$ cat config.mk
export PLATFORM = sky130hd
export DESIGN_NAME = alu_ctrl_stage
export DESIGN_NICKNAME = d
export VERILOG_FILES = /design/src/rtl/alu_ctrl_stage.sv
export SDC_FILE = /design/constraint.sdc
export NUM_CORES = 1
export LEC_CHECK = 0
export ABC_AREA = 1
export BUFFER_PORTS_ARGS = -buffer_cell sky130_fd_sc_hd__buf_2
export CAP_MARGIN = 30
export CORE_MARGIN = 2
export CORE_UTILIZATION = 52
export DETAILED_ROUTE_END_ITERATION = 7
export PLACE_DENSITY = 0.85
export SLEW_MARGIN = 0
export SYNTH_ARGS = -nofsm -noshare
export SYNTH_HDL_FRONTEND = slang
export SYNTH_SLANG_ARGS = --single-unit
$ cat constraint.sdc
create_clock -name i_Clock -period 4.1 [get_ports i_Clock]
set_input_delay 0 -clock i_Clock [delete_from_list [all_inputs] [get_ports i_Clock]]
set_output_delay 0 -clock i_Clock [all_outputs]
set_load 0.05 [all_outputs]
$ cat src/rtl/alu_ctrl_stage.sv
// One-deep decode stage: turns a MIPS instruction word into an ALU control bundle behind a valid/ready skid-free register.
// Optional feature: define ILLEGAL_CNT_EN to add the saturating o_Illegal_Count output.
module alu_ctrl_stage #(
   parameter int CNT_WIDTH = 16
) (
   input  logic        i_Clock,
   input  logic        i_Reset_n,
   input  logic        i_Valid,
   output logic        o_Ready,
   input  logic [31:0] i_Instruction,
   input  logic        i_Flush,
   output logic        o_Valid,
   input  logic        i_Ready,
   output logic [3:0]  o_Control,
   output logic [4:0]  o_Shamt,
   output logic [4:0]  o_Rs,
   output logic [4:0]  o_Rt,
   output logic [4:0]  o_Write_Reg,
   output logic        o_Reg_Write,
   output logic        o_ALU_Src_Imm,
   output logic [31:0] o_Imm,
   output logic        o_Illegal
`ifdef ILLEGAL_CNT_EN
   ,
   output logic [CNT_WIDTH-1:0] o_Illegal_Count
`endif
);

   localparam logic [3:0] CTL_SLL  = 4'd0;
   localparam logic [3:0] CTL_SRL  = 4'd1;
   localparam logic [3:0] CTL_SRA  = 4'd2;
   localparam logic [3:0] CTL_SLLV = 4'd3;
   localparam logic [3:0] CTL_SRLV = 4'd4;
   localparam logic [3:0] CTL_SRAV = 4'd5;
   localparam logic [3:0] CTL_ADDU = 4'd6;
   localparam logic [3:0] CTL_SUBU = 4'd7;
   localparam logic [3:0] CTL_AND  = 4'd8;
   localparam logic [3:0] CTL_OR   = 4'd9;
   localparam logic [3:0] CTL_XOR  = 4'd10;
   localparam logic [3:0] CTL_NOR  = 4'd11;
   localparam logic [3:0] CTL_SLT  = 4'd12;
   localparam logic [3:0] CTL_JALR = 4'd13;
   localparam logic [3:0] CTL_LUI  = 4'd14;
   localparam logic [3:0] CTL_ILL  = 4'd15;

   if (CNT_WIDTH < 1) begin : g_bad_cnt_width
      $error("alu_ctrl_stage: CNT_WIDTH must be at least 1");
   end

   // Instruction fields
   logic [5:0]  opcode;
   logic [5:0]  funct;
   logic [4:0]  rs_f;
   logic [4:0]  rt_f;
   logic [4:0]  rd_f;
   logic [4:0]  shamt_f;
   logic [15:0] imm16;

   assign opcode  = i_Instruction[31:26];
   assign rs_f    = i_Instruction[25:21];
   assign rt_f    = i_Instruction[20:16];
   assign rd_f    = i_Instruction[15:11];
   assign shamt_f = i_Instruction[10:6];
   assign funct   = i_Instruction[5:0];
   assign imm16   = i_Instruction[15:0];

   // Decoded bundle of the incoming word
   logic [3:0]  dec_ctl;
   logic        dec_legal;
   logic        dec_reg_write;
   logic        dec_src_imm;
   logic [4:0]  dec_write_reg;
   logic [31:0] dec_imm;

   always_comb begin
      dec_ctl       = CTL_ILL;
      dec_legal     = 1'b0;
      dec_reg_write = 1'b0;
      dec_src_imm   = 1'b0;
      dec_write_reg = 5'd0;
      dec_imm       = 32'd0;

      if (opcode == 6'b000000) begin
         dec_legal     = 1'b1;
         dec_write_reg = rd_f;
         case (funct)
            6'b000000: dec_ctl = CTL_SLL;
            6'b000010: dec_ctl = CTL_SRL;
            6'b000011: dec_ctl = CTL_SRA;
            6'b000100: dec_ctl = CTL_SLLV;
            6'b000110: dec_ctl = CTL_SRLV;
            6'b000111: dec_ctl = CTL_SRAV;
            6'b100001: dec_ctl = CTL_ADDU;
            6'b100011: dec_ctl = CTL_SUBU;
            6'b100100: dec_ctl = CTL_AND;
            6'b100101: dec_ctl = CTL_OR;
            6'b100110: dec_ctl = CTL_XOR;
            6'b100111: dec_ctl = CTL_NOR;
            6'b101010: dec_ctl = CTL_SLT;
            6'b001001: begin
               dec_ctl = CTL_JALR;
               // rd of zero means the implicit link register
               if (rd_f == 5'd0) begin
                  dec_write_reg = 5'd31;
               end
            end
            default:   dec_legal = 1'b0;
         endcase
         dec_reg_write = dec_legal;
      end else begin
         dec_legal     = 1'b1;
         dec_src_imm   = 1'b1;
         dec_write_reg = rt_f;
         dec_reg_write = 1'b1;
         case (opcode)
            6'b001001: begin
               dec_ctl = CTL_ADDU;
               dec_imm = {{16{imm16[15]}}, imm16};
            end
            6'b100011: begin
               dec_ctl = CTL_ADDU;
               dec_imm = {{16{imm16[15]}}, imm16};
            end
            6'b101011: begin
               dec_ctl       = CTL_ADDU;
               dec_imm       = {{16{imm16[15]}}, imm16};
               dec_reg_write = 1'b0;
            end
            6'b001010: begin
               dec_ctl = CTL_SLT;
               dec_imm = {{16{imm16[15]}}, imm16};
            end
            6'b001100: begin
               dec_ctl = CTL_AND;
               dec_imm = {16'd0, imm16};
            end
            6'b001101: begin
               dec_ctl = CTL_OR;
               dec_imm = {16'd0, imm16};
            end
            6'b001110: begin
               dec_ctl = CTL_XOR;
               dec_imm = {16'd0, imm16};
            end
            6'b001111: begin
               dec_ctl = CTL_LUI;
               dec_imm = {16'd0, imm16};
            end
            default:   dec_legal = 1'b0;
         endcase
      end

      if (!dec_legal) begin
         dec_ctl       = CTL_ILL;
         dec_reg_write = 1'b0;
         dec_src_imm   = 1'b0;
         dec_write_reg = 5'd0;
         dec_imm       = 32'd0;
      end
   end

   // Pipeline register
   logic        valid_q,     valid_d;
   logic [3:0]  ctl_q,       ctl_d;
   logic [4:0]  shamt_q,     shamt_d;
   logic [4:0]  rs_q,        rs_d;
   logic [4:0]  rt_q,        rt_d;
   logic [4:0]  write_reg_q, write_reg_d;
   logic        reg_write_q, reg_write_d;
   logic        src_imm_q,   src_imm_d;
   logic [31:0] imm_q,       imm_d;
   logic        illegal_q,   illegal_d;

   logic accept;
   logic drain;

   assign o_Ready = !valid_q || i_Ready;
   assign accept  = i_Valid && o_Ready && !i_Flush;
   assign drain   = valid_q && i_Ready;

   always_comb begin
      valid_d     = valid_q;
      ctl_d       = ctl_q;
      shamt_d     = shamt_q;
      rs_d        = rs_q;
      rt_d        = rt_q;
      write_reg_d = write_reg_q;
      reg_write_d = reg_write_q;
      src_imm_d   = src_imm_q;
      imm_d       = imm_q;
      illegal_d   = illegal_q;

      if (i_Flush) begin
         valid_d = 1'b0;
      end else if (accept) begin
         valid_d = 1'b1;
      end else if (drain) begin
         valid_d = 1'b0;
      end

      if (accept) begin
         ctl_d       = dec_ctl;
         shamt_d     = shamt_f;
         rs_d        = rs_f;
         rt_d        = rt_f;
         write_reg_d = dec_write_reg;
         reg_write_d = dec_reg_write;
         src_imm_d   = dec_src_imm;
         imm_d       = dec_imm;
         illegal_d   = !dec_legal;
      end else if (!valid_d) begin
         // An empty stage never advertises a register write
         reg_write_d = 1'b0;
         illegal_d   = 1'b0;
      end
   end

   always_ff @(posedge i_Clock or negedge i_Reset_n) begin
      if (!i_Reset_n) begin
         valid_q     <= 1'b0;
         ctl_q       <= 4'd0;
         shamt_q     <= 5'd0;
         rs_q        <= 5'd0;
         rt_q        <= 5'd0;
         write_reg_q <= 5'd0;
         reg_write_q <= 1'b0;
         src_imm_q   <= 1'b0;
         imm_q       <= 32'd0;
         illegal_q   <= 1'b0;
      end else begin
         valid_q     <= valid_d;
         ctl_q       <= ctl_d;
         shamt_q     <= shamt_d;
         rs_q        <= rs_d;
         rt_q        <= rt_d;
         write_reg_q <= write_reg_d;
         reg_write_q <= reg_write_d;
         src_imm_q   <= src_imm_d;
         imm_q       <= imm_d;
         illegal_q   <= illegal_d;
      end
   end

   assign o_Valid       = valid_q;
   assign o_Control     = ctl_q;
   assign o_Shamt       = shamt_q;
   assign o_Rs          = rs_q;
   assign o_Rt          = rt_q;
   assign o_Write_Reg   = write_reg_q;
   assign o_Reg_Write   = reg_write_q;
   assign o_ALU_Src_Imm = src_imm_q;
   assign o_Imm         = imm_q;
   assign o_Illegal     = illegal_q;

`ifdef ILLEGAL_CNT_EN
   // Counts illegal bundles actually handed to EX; a flush cancels the handoff
   logic [CNT_WIDTH-1:0] ill_cnt_q, ill_cnt_d;

   always_comb begin
      ill_cnt_d = ill_cnt_q;
      if (drain && illegal_q && !i_Flush && (ill_cnt_q != {CNT_WIDTH{1'b1}})) begin
         ill_cnt_d = ill_cnt_q + CNT_WIDTH'(1);
      end
   end

   always_ff @(posedge i_Clock or negedge i_Reset_n) begin
      if (!i_Reset_n) begin
         ill_cnt_q <= '0;
      end else begin
         ill_cnt_q <= ill_cnt_d;
      end
   end

   assign o_Illegal_Count = ill_cnt_q;
`endif

endmodule

Yosys cells after proc, flatten, opt, wreduce, memory -nomap -nowiden
Index checks and enable logic that the tools add are counted.
Widths: inputs -> output; s select.
Word-level totals
  register bits after elaboration: 60
  logic and storage cells: 72
Operators by class
  equality and inequality tests: 22
  muxes and demuxes: 25
  reduce and logical (&&, ||, !) cells: 15
Operators by type and width (number)
  $mux 32: 2
  $pmux 32 s2: 1
  $pmux 4 s14: 1
  $eq 6x6->1 const B: 9
  $eq 6x4->1 const B: 7
  $pmux 4 s6: 1
  $mux 5: 4
  $eq 6x3->1 const B: 3
  $mux 1: 14
  $reduce_or 14->1: 1
  $eq 6x2->1 const B: 2
  $logic_not 6->1: 2
  $mux 4: 2
  $reduce_or 4->1: 2
  $reduce_or 8->1: 1
  $logic_not 5->1: 1
  $logic_and 1x1->1: 3
  $logic_not 1->1: 3
  $reduce_or 3->1: 1
  $ne 2x1->1 const B: 1
  $logic_or 1x1->1: 1

Longest topological paths before layout
  word-level depth: 8
  mapped depth: 10

Least setup slack after synthesis
Ideal clock, no wire load.
  path type: reg2reg
  from: register valid_q, in the netlist o_Valid
  to: register ctl_q[1], in the netlist o_Control[1]
  library setup time: 0.130 ns
  data arrival time: 1.621 ns
  data required time: 3.970 ns
  path slack: 2.350 ns
  stages on the path, launching flop included: 9
  buffers on the path: 1
  clock period less this slack: 1.750 ns
  cell sequence: dfrtp_1 > nand2_4 > nand2_2 > nor2_4 > inv_4 > buf_2 > nor2_1 > a22oi_1 > nand3_2
On the way
  cells in the longest elaborated chain, start to end: 4
Ends and longest elaborated chain
  from (decl): RTL line 163  | logic valid_q, valid_d;
  from (signal assigned): RTL line 231  | valid_q <= valid_d;
  $logic_not 1->1: RTL line 177  | assign o_Ready = !valid_q || i_Ready;
  $logic_or 1x1->1: RTL line 177
  named net o_Ready: RTL line 9  | output logic o_Ready,
  $logic_and 1x1->1 (2 in a row): RTL line 178  | assign accept = i_Valid && o_Ready && !i_Flush;
  to (signal assigned): RTL line 232  | ctl_q <= ctl_d;
  to (decl): RTL line 164  | logic [3:0] ctl_q, ctl_d;
The timed path passes the listed nets, and every way through them passes these cells.
A chain may end at the register's enable or synchronous reset.

Worst setup path in the final report
  from: register valid_q, in the netlist o_Valid
  to: register ctl_q[1], in the netlist o_Control[1]
On the way
  cells in the longest elaborated chain, start to end: 4
Ends and longest elaborated chain (RTL line)
  $logic_not 1->1: 177
  $logic_or 1x1->1: 177
  $logic_and 1x1->1 (2 in a row): 178
No other way between the ends.

==> flow_summary.toml <==
[cts]
insertion_delay_ps = 300
cts_root_buf = "clkbuf_8"
post_cts_buffers = 0
cts_tree = "built"
postCtsHoldBufs = 22
clockBufferDepth = 2
cts_sinks = 45
cts.clk_slew.worst_paths_ps = 90
post_cts_resized = 0
cts_buffers = 5
htree_levels = 2

[critical_path]
r2r_end = "o_Control[1]$_DFFE_PN0P_"
end_kind = "flop"
regToRegSetupSlack_ps = 2370
cp.arrival_ps = 1920
r2r_cells = 6
r2r-start = "o_Valid$_DFF_PN0_"
criticalPathCategory = "flop to flop"
crit_path_end = "o_Control[1]$_DFFE_PN0P_"
crit_path_start_kind = "flop"
cp.required_ps = 4290
worstSetupStartpoint = "o_Valid$_DFF_PN0_"
worstPathMaxFanout = 54

[floorplanning]
ios = 98
core_sq_um = 4661
die-height_um = 73.11
die-area_sq_um = 5345
dieWidth_um = 73.11
num_rows = 25
initial_utilization_pct = 53.29

[grt]
track_usage_pct = 22.56
grt.overflow.total = 0
grt.met1_usage_pct = 29.71
busiest_layer = "met2"
grt.met2_usage_pct = 37.64
antenna_found_initial = 0
grt_pass1_vias = 2087
gr-usage-met3_pct = 4.834
grt_pass1_wl_mm = 9.425
grt_max_degree = 55

[layout]
fin_cells = 460
nets = 442
layout_common_cells = "97 x buf_2, 95 x nand2_1, 45 x dfrtp_1"
diodes = 0
seq_area_sq_um = 1126
mostFrequentLayoutCell = "buf_2"
layout-drive-gt1-share_pct = 36.95
multi_input_area_sq_um = 1090
area_growth_syn_to_layout_pct = 28.87
fill_cells = 371
fin_util_pct = 68.67
fin_area_sq_um = 3201

[synthesis]
synth_area_sq_um = 2484
synthXorXnorAreaFrac_pct = 0
synth_nets = 338
yosys_warnings = 0
synthAdderAreaFrac_pct = 0
synthMuxAreaShare_pct = 0
synth_compound_gate_area_share_pct = 10.88
synth_seq_cells = 45
synth_top_family_by_area = "simple AND/OR/NAND/NOR gates"
synth.largest_area_cell = "dfrtp_1"
synth_seq_area_share_pct = 45.34
synth_cell_types = 30
synthTopCellsByArea = "dfrtp_1 45%, nand2_1 14%, buf_4 4.8%"
netlist_instances = 301
yosys.area_share.simple_pct = 33.00
synth_top_cell_area_share_pct = 45.34
syn_area_per_cell_sq_um = 8.251

[sta]
rsz0062_at_grt = "false"
tightest_slew_ps = 465.6
whs_ps = 12.22
fin_crit_sh_pct = 42.23
finClkSkew_ps = 9.754
hold_viol = 0
finalWorstSetupSlack_ps = 2368
setup_viol_count_final = 0
slew_headroom_pct = 68.96
post-route-min-period_ps = 1732
timing.fmax_mhz = 577.5
tns_ps = 0
slew_viol_final = 0

[power]
p_switching_mw = 0.4586
sequentialPowerShare_pct = 44.1
comb_power_share_pct = 32.6
totalPowerFinal_mw = 1.159
power.density_nw_per_um2 = 362.2
ir_worst_vdd_mv = 0.1469
power.share.switching_pct = 39.55
p_clk_share_pct = 23.3
p_leak_nw = 1.746
intPower_mw = 0.7008

[place]
pre_cts_ws_ps = 2387
port-buffer-count = 97
dp_hpwl_mm = 4.200
gp_congestion = 0.9231
dpl.cell_count = 429
place_area_sq_um = 2873

[run]
cap_violations = 0

[drt]
first_iter_violations = 118
wl_per_cell_um = 12.97
vias = 2318
wl_mm = 5.967
via_per_inst = 5.039
first_pass_iters = 4
drtAntennaViolNets = 0
drc = 0

[outcome]
status = "complete, no violations"

[worst_hold_path]
hold_path_class = "primary input to flop"
==> cell families after synthesis <==
logic type      Yosys count
simple gates            162
buf+inv                  50
flops                    45
compound gates           44
==> area by class of cell <==
class,count,share of cell area [%]
flip-flops and latches,45,35.18
multi-input cells,206,34.05
repair buffers,120,22.67
inverters,27,3.245
clock buffers,6,2.267
well taps,54,2.111
clock inverters,2,0.4691
==> registers in the layout, indices dropped and copies added, names as in the netlist <==
| signal | count |
|---|---|
| o_Imm | 17 |
| o_Rt | 5 |
| o_Reg_Write | 1 |
| o_ALU_Src_Imm | 1 |
| o_Write_Reg | 5 |
| o_Illegal | 1 |
| o_Valid | 1 |
| o_Control | 4 |
| o_Rs | 5 |
| o_Shamt | 5 |
==> cells in the mapped netlist <==
| library cell | count |
|---|---|
| nand3_2 | 8 |
| inv_1 | 24 |
| inv_2 | 2 |
| o31ai_1 | 7 |
| nor2_1 | 17 |
| nor2_8 | 1 |
| buf_6 | 2 |
| nor2_4 | 7 |
| nor3_2 | 1 |
| buf_4 | 16 |
| nor3_1 | 1 |
| nand3_1 | 13 |
| clkbuf_1 | 3 |
| a21oi_1 | 8 |
| nand2_2 | 7 |
| a31oi_1 | 1 |
| nand2_4 | 4 |
| o211ai_1 | 1 |
| a22oi_1 | 1 |
| dfrtp_1 | 45 |
| a21oi_2 | 1 |
| nor2_2 | 6 |
| or2_2 | 1 |
| o21ai_2 | 6 |
| o21ai_0 | 7 |
| nand2_1 | 95 |
| buf_2 | 2 |
| nor3b_1 | 1 |
| inv_4 | 1 |
| o21ai_1 | 12 |
==> power by group through the flow <==
stage	sequential [mW]	combinational (mW)	clock [mW]
after global placement	0.518	0.353	0
after global routing	0.515	0.403	0.290
after CTS	0.510	0.376	0.275
after floorplan	0.667	0.116	0
after detailed placement	0.518	0.359	0
final	0.511	0.378	0.271
==> worst min-delay path by stage <==
stage / from / endpoint / cells after the start
2_1_floorplan: i_Reset_n / o_ALU_Src_Imm$_DFFE_PN0P_ / 0
3_3_place_gp: i_Reset_n / o_Imm[2]$_DFFE_PN0P_ / 1
3_5_place_dp: i_Reset_n / o_Imm[3]$_DFFE_PN0P_ / 1
4_1_cts: i_Instruction[4] / o_Imm[4]$_DFFE_PN0P_ / 3
5_1_grt: i_Instruction[4] / o_Imm[4]$_DFFE_PN0P_ / 3
6_report: i_Instruction[20] / o_Rt[4]$_DFFE_PN0P_ / 3
==> routing by layer <==
layer  share of wire [%]  wire [um]
met2                  51       3054
met3                 5.4        325
met4                 1.2         73
met1                  42       2514
met5                   0          0
==> worst max-delay path, stage by stage, from the launching register on <==
cell and delay (ps):
dfrtp_1 410, nand2_4 90, nand2_2 70, nor2_4 350
inv_4 300, a22oi_1 310, nand3_2 80
Note: power is estimated with default switching activity, not from simulation.
